`config.mk`:
```
export PLATFORM = sky130hd
export DESIGN_NAME = imem_fetch_arbiter
export DESIGN_NICKNAME = d
export VERILOG_FILES = /design/src/rtl/imem_fetch_arbiter.sv
export SDC_FILE = /design/constraint.sdc
export NUM_CORES = 1
export LEC_CHECK = 0
export ABC_AREA = 1
export BUFFER_PORTS_ARGS = -buffer_cell sky130_fd_sc_hd__clkbuf_2
export CAP_MARGIN = 5
export CELL_PAD_IN_SITES_DETAIL_PLACEMENT = 1
export CELL_PAD_IN_SITES_GLOBAL_PLACEMENT = 2
export CORE_ASPECT_RATIO = 0.6
export CORE_MARGIN = 1.5
export CORE_UTILIZATION = 19
export DETAILED_ROUTE_END_ITERATION = 8
export PLACE_DENSITY = 0.83
export SKIP_LAST_GASP = 1
export SYNTH_ARGS = -nofsm -noshare
export SYNTH_HDL_FRONTEND = slang
export SYNTH_SLANG_ARGS = --single-unit
```
`constraint.sdc`:
```
create_clock -name clk -period 1.4 [get_ports clk]
set_input_delay 0.07 -clock clk [delete_from_list [all_inputs] [get_ports clk]]
set_output_delay 0.07 -clock clk [all_outputs]
set_load 0.01 [all_outputs]
```
`src/rtl/imem_fetch_arbiter.sv`:
```
// -----------------------------------------------------------------------------
// imem_fetch_arbiter
//
// Controller for the shared single-port instruction memory feeding the uP.
// Two requesters share the port: the CPU fetch path (reads at pc_next) and the
// program loader (writes). After reset the block sits in BOOT and only the
// loader is served. The handshake carrying ld_last moves the block to RUN,
// where fetches and loader writes are arbitrated with a bounded loader burst.
// Every cycle the CPU receives either a registered instruction word or a NOP
// bubble.
//
// State table:
//   state   | meaning
//   --------+------------------------------------------------------------
//   ST_BOOT | loader only; every fetch stalls; ld_valid & ld_last -> ST_RUN
//   ST_RUN  | one grant per cycle; loader limited to MAX_BURST grants while
//           | a fetch is waiting; left only through reset
//
// Ports:
//   clk, rst_n          clock (rising edge), asynchronous active-low reset
//   fetch_req, pc_next  CPU fetch request and address
//   instr, instr_vld    registered instruction word; vld=0 marks a NOP bubble
//   stall               fetch_req present but not granted this cycle (comb)
//   ld_valid, ld_ready  loader write handshake (ready is comb)
//   ld_addr, ld_data    loader write address and data
//   ld_last             marks the final loader word; ends BOOT
//   ld_err              sticky flag: an out-of-range loader write was dropped
//   boot_done           high in RUN
//   mem_en, mem_we,
//   mem_addr, mem_wdata memory port command (comb)
//   mem_rdata           read data, valid one cycle after a read command
// -----------------------------------------------------------------------------
module imem_fetch_arbiter #(
  parameter int                DATA_W    = 16,
  parameter int                ADDR_W    = 6,
  parameter int                DEPTH     = 62,
  parameter logic [DATA_W-1:0] NOP       = '0,
  parameter int                MAX_BURST = 4
) (
  input  logic              clk,
  input  logic              rst_n,
  input  logic              fetch_req,
  input  logic [ADDR_W-1:0] pc_next,
  output logic [DATA_W-1:0] instr,
  output logic              instr_vld,
  output logic              stall,
  input  logic              ld_valid,
  output logic              ld_ready,
  input  logic [ADDR_W-1:0] ld_addr,
  input  logic [DATA_W-1:0] ld_data,
  input  logic              ld_last,
  output logic              ld_err,
  output logic              boot_done,
  output logic              mem_en,
  output logic              mem_we,
  output logic [ADDR_W-1:0] mem_addr,
  output logic [DATA_W-1:0] mem_wdata,
  input  logic [DATA_W-1:0] mem_rdata
);

  // Counter must be able to hold MAX_BURST itself.
  localparam int BW = (MAX_BURST < 1) ? 1 : $clog2(MAX_BURST + 1);

  typedef enum logic [0:0] {
    ST_BOOT = 1'b0,
    ST_RUN  = 1'b1
  } state_t;

  state_t          state_q, state_d;
  logic [BW-1:0]   burst_cnt_q, burst_cnt_d;
  logic            rd_pend_q;
  logic [DATA_W-1:0] instr_q;
  logic            instr_vld_q;
  logic            ld_err_q;

  logic            ld_grant;
  logic            fetch_grant;
  logic            fetch_in_range;
  logic            ld_in_range;
  logic            burst_room;

  assign fetch_in_range = (32'(pc_next) < 32'(DEPTH));
  assign ld_in_range    = (32'(ld_addr) < 32'(DEPTH));
  assign burst_room     = (32'(burst_cnt_q) < 32'(MAX_BURST));

  // ---------------------------------------------------------------------------
  // State register
  // ---------------------------------------------------------------------------
  always_ff @(posedge clk or negedge rst_n) begin
    if (!rst_n) begin
      state_q     <= ST_BOOT;
      burst_cnt_q <= '0;
    end else begin
      state_q     <= state_d;
      burst_cnt_q <= burst_cnt_d;
    end
  end

  // ---------------------------------------------------------------------------
  // Next state and arbitration
  // ---------------------------------------------------------------------------
  always_comb begin
    state_d     = state_q;
    burst_cnt_d = burst_cnt_q;
    ld_grant    = 1'b0;
    fetch_grant = 1'b0;

    unique case (state_q)
      ST_BOOT: begin
        ld_grant    = ld_valid;
        burst_cnt_d = '0;
        // The last word is still written in this cycle; RUN starts next edge.
        if (ld_valid && ld_last) begin
          state_d = ST_RUN;
        end
      end

      ST_RUN: begin
        // Loader keeps priority only while it has burst budget left; once
        // the budget is spent the waiting fetch takes the next slot.
        ld_grant    = ld_valid && (!fetch_req || burst_room);
        fetch_grant = fetch_req && !ld_grant;
        if (!fetch_req || fetch_grant) begin
          burst_cnt_d = '0;
        end else if (ld_grant) begin
          burst_cnt_d = burst_cnt_q + BW'(1);
        end
      end

      default: begin
        state_d     = ST_BOOT;
        burst_cnt_d = '0;
      end
    endcase
  end

  // ---------------------------------------------------------------------------
  // Memory port command. Out-of-range requests are granted (consumed) but never
  // reach the memory.
  // ---------------------------------------------------------------------------
  always_comb begin
    mem_en    = 1'b0;
    mem_we    = 1'b0;
    mem_addr  = '0;
    mem_wdata = '0;

    if (ld_grant) begin
      if (ld_in_range) begin
        mem_en    = 1'b1;
        mem_we    = 1'b1;
        mem_addr  = ld_addr;
        mem_wdata = ld_data;
      end
    end else if (fetch_grant) begin
      if (fetch_in_range) begin
        mem_en   = 1'b1;
        mem_addr = pc_next;
      end
    end
  end

  // ---------------------------------------------------------------------------
  // Read return path. rd_pend marks that the memory is presenting read data
  // this cycle; the word is registered on the following edge. Anything else,
  // including an out-of-range fetch, produces a NOP bubble.
  // ---------------------------------------------------------------------------
  always_ff @(posedge clk or negedge rst_n) begin
    if (!rst_n) begin
      rd_pend_q   <= 1'b0;
      instr_q     <= NOP;
      instr_vld_q <= 1'b0;
      ld_err_q    <= 1'b0;
    end else begin
      rd_pend_q   <= fetch_grant && fetch_in_range;
      instr_q     <= rd_pend_q ? mem_rdata : NOP;
      instr_vld_q <= rd_pend_q;
      if (ld_grant && !ld_in_range) begin
        ld_err_q <= 1'b1;
      end
    end
  end

  assign instr     = instr_q;
  assign instr_vld = instr_vld_q;
  assign ld_err    = ld_err_q;
  assign ld_ready  = ld_grant;
  assign stall     = fetch_req && !fetch_grant;
  assign boot_done = (state_q == ST_RUN);

endmodule

```
Word-level counts from Yosys, hierarchy flattened
Index checks and enable logic that the tools add are counted.
{"block": "totals", "register_bits": 23, "wordCells": 43}
{"block": "op_classes", "addsub": 1, "order_cmp": 3, "n_eq_ne": 1, "n_mux": 19, "bitwise_logic": 1, "reduce_logical": 12}
{"cell": "$mux W16", "n": 3}
{"cell": "$mux W6", "n": 4}
{"cell": "$lt A6 B6 Y1 const B", "n": 2}
{"cell": "$mux W1", "n": 8}
{"cell": "$logic_and A1 B1 Y1", "n": 6}
{"cell": "$mux W3", "n": 2}
{"cell": "$pmux W3 S2", "n": 1}
{"cell": "$logic_not A1 Y1", "n": 4}
{"cell": "$add A3 B1 Y3 const B", "n": 1}
{"cell": "$lt A3 B3 Y1 const B", "n": 1}
{"cell": "$ne A3 B1 Y1 const B", "n": 1}
{"cell": "$logic_or A1 B1 Y1", "n": 2}
{"cell": "$pmux W1 S2", "n": 1}
{"cell": "$not A1 Y1", "n": 1}

Depth between registers and ports, before layout
{"block": "logic_depth", "depth_word": 8, "ltp_mapped": 6}

Worst setup path before layout
OpenSTA, ideal clock, no wires.
{"block": "synth_path", "kind": "flip-flop to output port", "start": "reg state_q, in the netlist boot_done", "end": "out mem_wdata[0]", "t_arrival_ns": 1.114, "required_time_ns": 1.330, "slack_ns": 0.216, "stages_incl_launch_ff": 7, "path_buffers": 1, "cell_sequence": "dfrtp_1 > nand2_1 > nand2_2 > nand2_4 > nand2_4 > buf_8 > nor2_4"}
{"block": "synth_between", "elab_chain_len": 3}
{"element": "from (decl)", "line_no": "69", "text": "state_t state_q, state_d;"}
{"element": "from (signal assigned)", "line_no": "94", "text": "state_q <= state_d;"}
{"element": "$not A1 Y1"}
{"element": "$pmux W1 S2 *", "line_no": "108", "text": "unique case (state_q)"}
{"element": "via ld_ready", "line_no": "48", "text": "output logic ld_ready,"}
{"element": "$mux W16 *", "line_no": "147", "text": "if (ld_grant) begin"}
{"element": "to (decl)", "line_no": "57", "text": "output logic [DATA_W-1:0] mem_wdata,"}
The timed path passes the listed nets; every way through them passes the cells marked *.

Worst setup path in the final report
{"block": "layout_path", "start": "reg state_q, in the netlist boot_done", "end": "out mem_wdata[6]"}
{"block": "layout_between", "elab_chain_len": 3}
{"element": "$not A1 Y1"}
{"element": "$pmux W1 S2 *", "line_no": "108"}
{"element": "$mux W16 *", "line_no": "147"}
Every way passes the cells marked *; elsewhere a longest branch is shown, timed or not.

==> flow_metrics.py <==
metrics = {
    "timing": {
        "slew_headroom_pct": 60.9,
        "period_minus_slack_ns": 1.52,
        "rsz0062_at_grt": "true",
        "postLayoutSetupSlackWorst_ns": -0.124,
        "slew_violations": 0,
        "finalSetupViolations": 24,
        "fmax_mhz": 656,
        "max_slew.worst_pin.slew_ns": 0.586,
        "hold_viol": 0,
        "final.period_utilization_pct": 109,
        "fin_worst_skew_ns": 0.00295,
    },
    "worst_setup_path": {
        "path_cells": "nand2_2 > nand2_2 > nand2_4 > buf_12 > nand2_8 > nor2_4 > clkbuf_2",
        "critPathLaunchType": "flop",
        "crit_fanout": 9,
        "crit_slowest_cell": "dfrtp_1",
        "end_kind": "output port",
        "crit_required_ns": 1.33,
        "max_stage_delay_ns": 0.41,
        "crit_type": "flop to output port",
        "crit_family": "simple AND/OR/NAND/NOR gates",
        "worst_ep_arrival_time_ns": 1.45,
        "reg2reg_depth": 6,
        "worst-path-stages": 7,
        "crit_top_cell": "nand2_2",
        "path_buf_inv": 2,
        "r2r_slack_ns": 0.33,
    },
    "global_routing": {
        "grt.total_usage_pct": 11.9,
        "grt_max_degree": 24,
        "antenna_found_initial": 0,
        "grt_pass1_vias": 1289,
        "grt_pass1_wl_mm": 6.25,
        "overflow": 0,
    },
    "power": {
        "ir_drop_uv": 273,
        "power_density_nw_per_um2": 762,
        "cellLeakagePower_nw": 1.26,
        "total_power_mw": 1.53,
    },
    "route": {
        "drt_iter0_drc": 26,
        "via_per_inst": 3.74,
        "wl_per_cell_um": 11.5,
        "vias": 1253,
        "drc_errors": 0,
        "ant_nets": 0,
        "routed_wl_mm": 3.84,
        "dr.pass1.iters": 4,
    },
    "final_layout": {
        "final_cells": 335,
        "area_growth_pct": 72.4,
        "multi_input_area_um2": 480,
        "final_util_pct": 34.9,
        "n_antenna_cell": 0,
        "fin_nets": 306,
        "stdcell_area_um2": 2010,
        "area.sequential_um2": 576,
        "nFillCells": 730,
        "drive_above_1_share_pct": 50.2,
    },
    "yosys": {
        "yosys_warnings": 0,
        "synthFlopType": "dfrtp_1",
        "yosys.area.top_type": "dfrtp_1",
        "ys_seq_area_share_pct": 49.4,
        "avgSynthCellArea_um2": 8.27,
        "ys_async_sr_fraction_pct": 100,
        "synthTopCellsByCount": "37 x inv_1, 31 x nand2_1, 23 x dfrtp_1",
        "synthTopCellsByArea": "dfrtp_1 49%, inv_1 12%, nand2_1 10%",
        "ys_ff_latch": 23,
        "synth_edf_count": 0,
        "netlist_area_um2": 1170,
        "synthCells": 141,
        "synth.distinct_cells": 19,
        "synth.top_cell.area_share_pct": 49.4,
        "yosysMostFrequentCell": "inv_1",
        "synth_nets": 191,
    },
    "clocking": {
        "cts_buffer_depth": 2,
        "cts_tree": "done",
        "cts_buffers": 3,
        "clk_pin_slew_ns": 0.08,
        "htreeDepth": 1,
        "insertion_delay_ns": 0.26,
        "root_buffer": "clkbuf_8",
        "cts_sinks": 23,
    },
    "die": {
        "start_util_pct": 20.3,
        "num_rows": 21,
        "die_area_um2": 6630,
        "num_io_pins": 94,
        "core-area_um2": 5750,
        "die_w_um": 104,
        "fp.dieH_um": 63.7,
    },
    "worst_hold_path": {
        "whs_path_depth": 3,
        "hp-class": "input port to flop",
    },
    "run_status": {
        "violations": "negative setup slack",
        "outcome": "complete, but fails checks",
    },
    "job": {
        "drv_cap": 0,
    },
    "placed_design": {
        "hpwl_mm": 2.98,
        "place_inst": 314,
        "gp_congestion": 0.741,
        "port_buffers": 93,
        "place_ws_ns": 0.0974,
        "dpl_cell_area_um2": 1730,
    },
}
==> metrics by stage <==
stage	hold WS, ns	setup TNS, ns
5_1_grt	0.0124	-4.43
2_1_floorplan	-0.226	0
4_1_cts	0.00123	-1.39
3_5_place_dp	0.109	0
6_report	0.00396	-2.22
3_3_place_gp	0.109	0
==> registers in the layout (all words and copies together), names as in the netlist <==
name         cells
ld_err           1
rd_pend_q        1
burst_cnt_q      3
boot_done        1
instr_vld        1
instr           16
==> worst reg2reg max path, stage by stage, from the launching register on <==
cell	delay [ns]
dfrtp_1	0.41
nand2_2	0.14
nand2_2	0.08
nand2_4	0.08
buf_4	0.15
nand3_1	0.08
nand2_1	0.06
==> power breakdown <==
| part | switching [mW] | total (mW) | leakage, nW | internal, mW |
|---|---|---|---|---|
| Sequential | 0.0152 | 0.704 | 0.301 | 0.688 |
| Clock | 0.209 | 0.408 | 0.0255 | 0.198 |
| Combinational | 0.222 | 0.420 | 0.939 | 0.198 |
| Total | 0.446 | 1.53 | 1.26 | 1.08 |
==> final timing paths <==
kind | startpoint | to
max reg2reg | boot_done | ld_err
max in group asynchronous | rst_n | instr_vld
min | mem_rdata[6] | instr[6]
min reg2reg | burst_cnt_q[0] | burst_cnt_q[0]
min in group asynchronous | rst_n | burst_cnt_q[0]
max | boot_done | mem_wdata[6]
==> cell type report <==
cell class / count / share of cell area, %
Clock buffer: 3 / 2.05
Tap cell: 80 / 4.98
Clock inverter: 1 / 0.249
Sequential cell: 23 / 28.6
Multi-Input combinational cell: 78 / 23.9
Inverter: 38 / 7.09
Timing Repair Buffer: 112 / 33.1
==> cells by family (layout without fill, tap and decap cells) <==
family / count (synthesis) / after routing / synth area share, %
compound gates: 3 / 3 / 1.82
fa+ha+maj: 1 / 1 / 1.07
flops: 23 / 23 / 49.4
simple gates: 73 / 74 / 33.5
buf+inv: 41 / 154 / 14.3
==> layer usage <==
layer  wire length (um)  GRT usage (%)  part of all wire [%]  up-vias
li1                   -              -                     -      631
met1               1850           16.7                    48      579
met2               1780           19.0                    46       41
met3                191           2.69                   5.0        2
met4                 19           2.08                  0.49        0
met5                  0              0                     0        -
==> cell usage in the layout (no fill, tap or decap), drive strengths merged <==
master        n
clkbuf       87
inv          38
nand2        38
dfrtp        23
nor2         21
buf          15
dlygate4sd3  13
nand3        12
a21oi         1
nand3b        1
a21o          1
o21ai         1
nor3          1
nor3b         1
ha            1
clkinv        1
==> timing repair <==
item                                    CTS  global route
cloned                                    1             0
pin swaps                                 1             2
hold endpoints to repair                 34             1
buffers inserted                          2             1
endpoints found under the setup margin   24            25
hold buffers                             12             1
gates resized for setup                   4            19
Power figures use the tool's default switching activity.
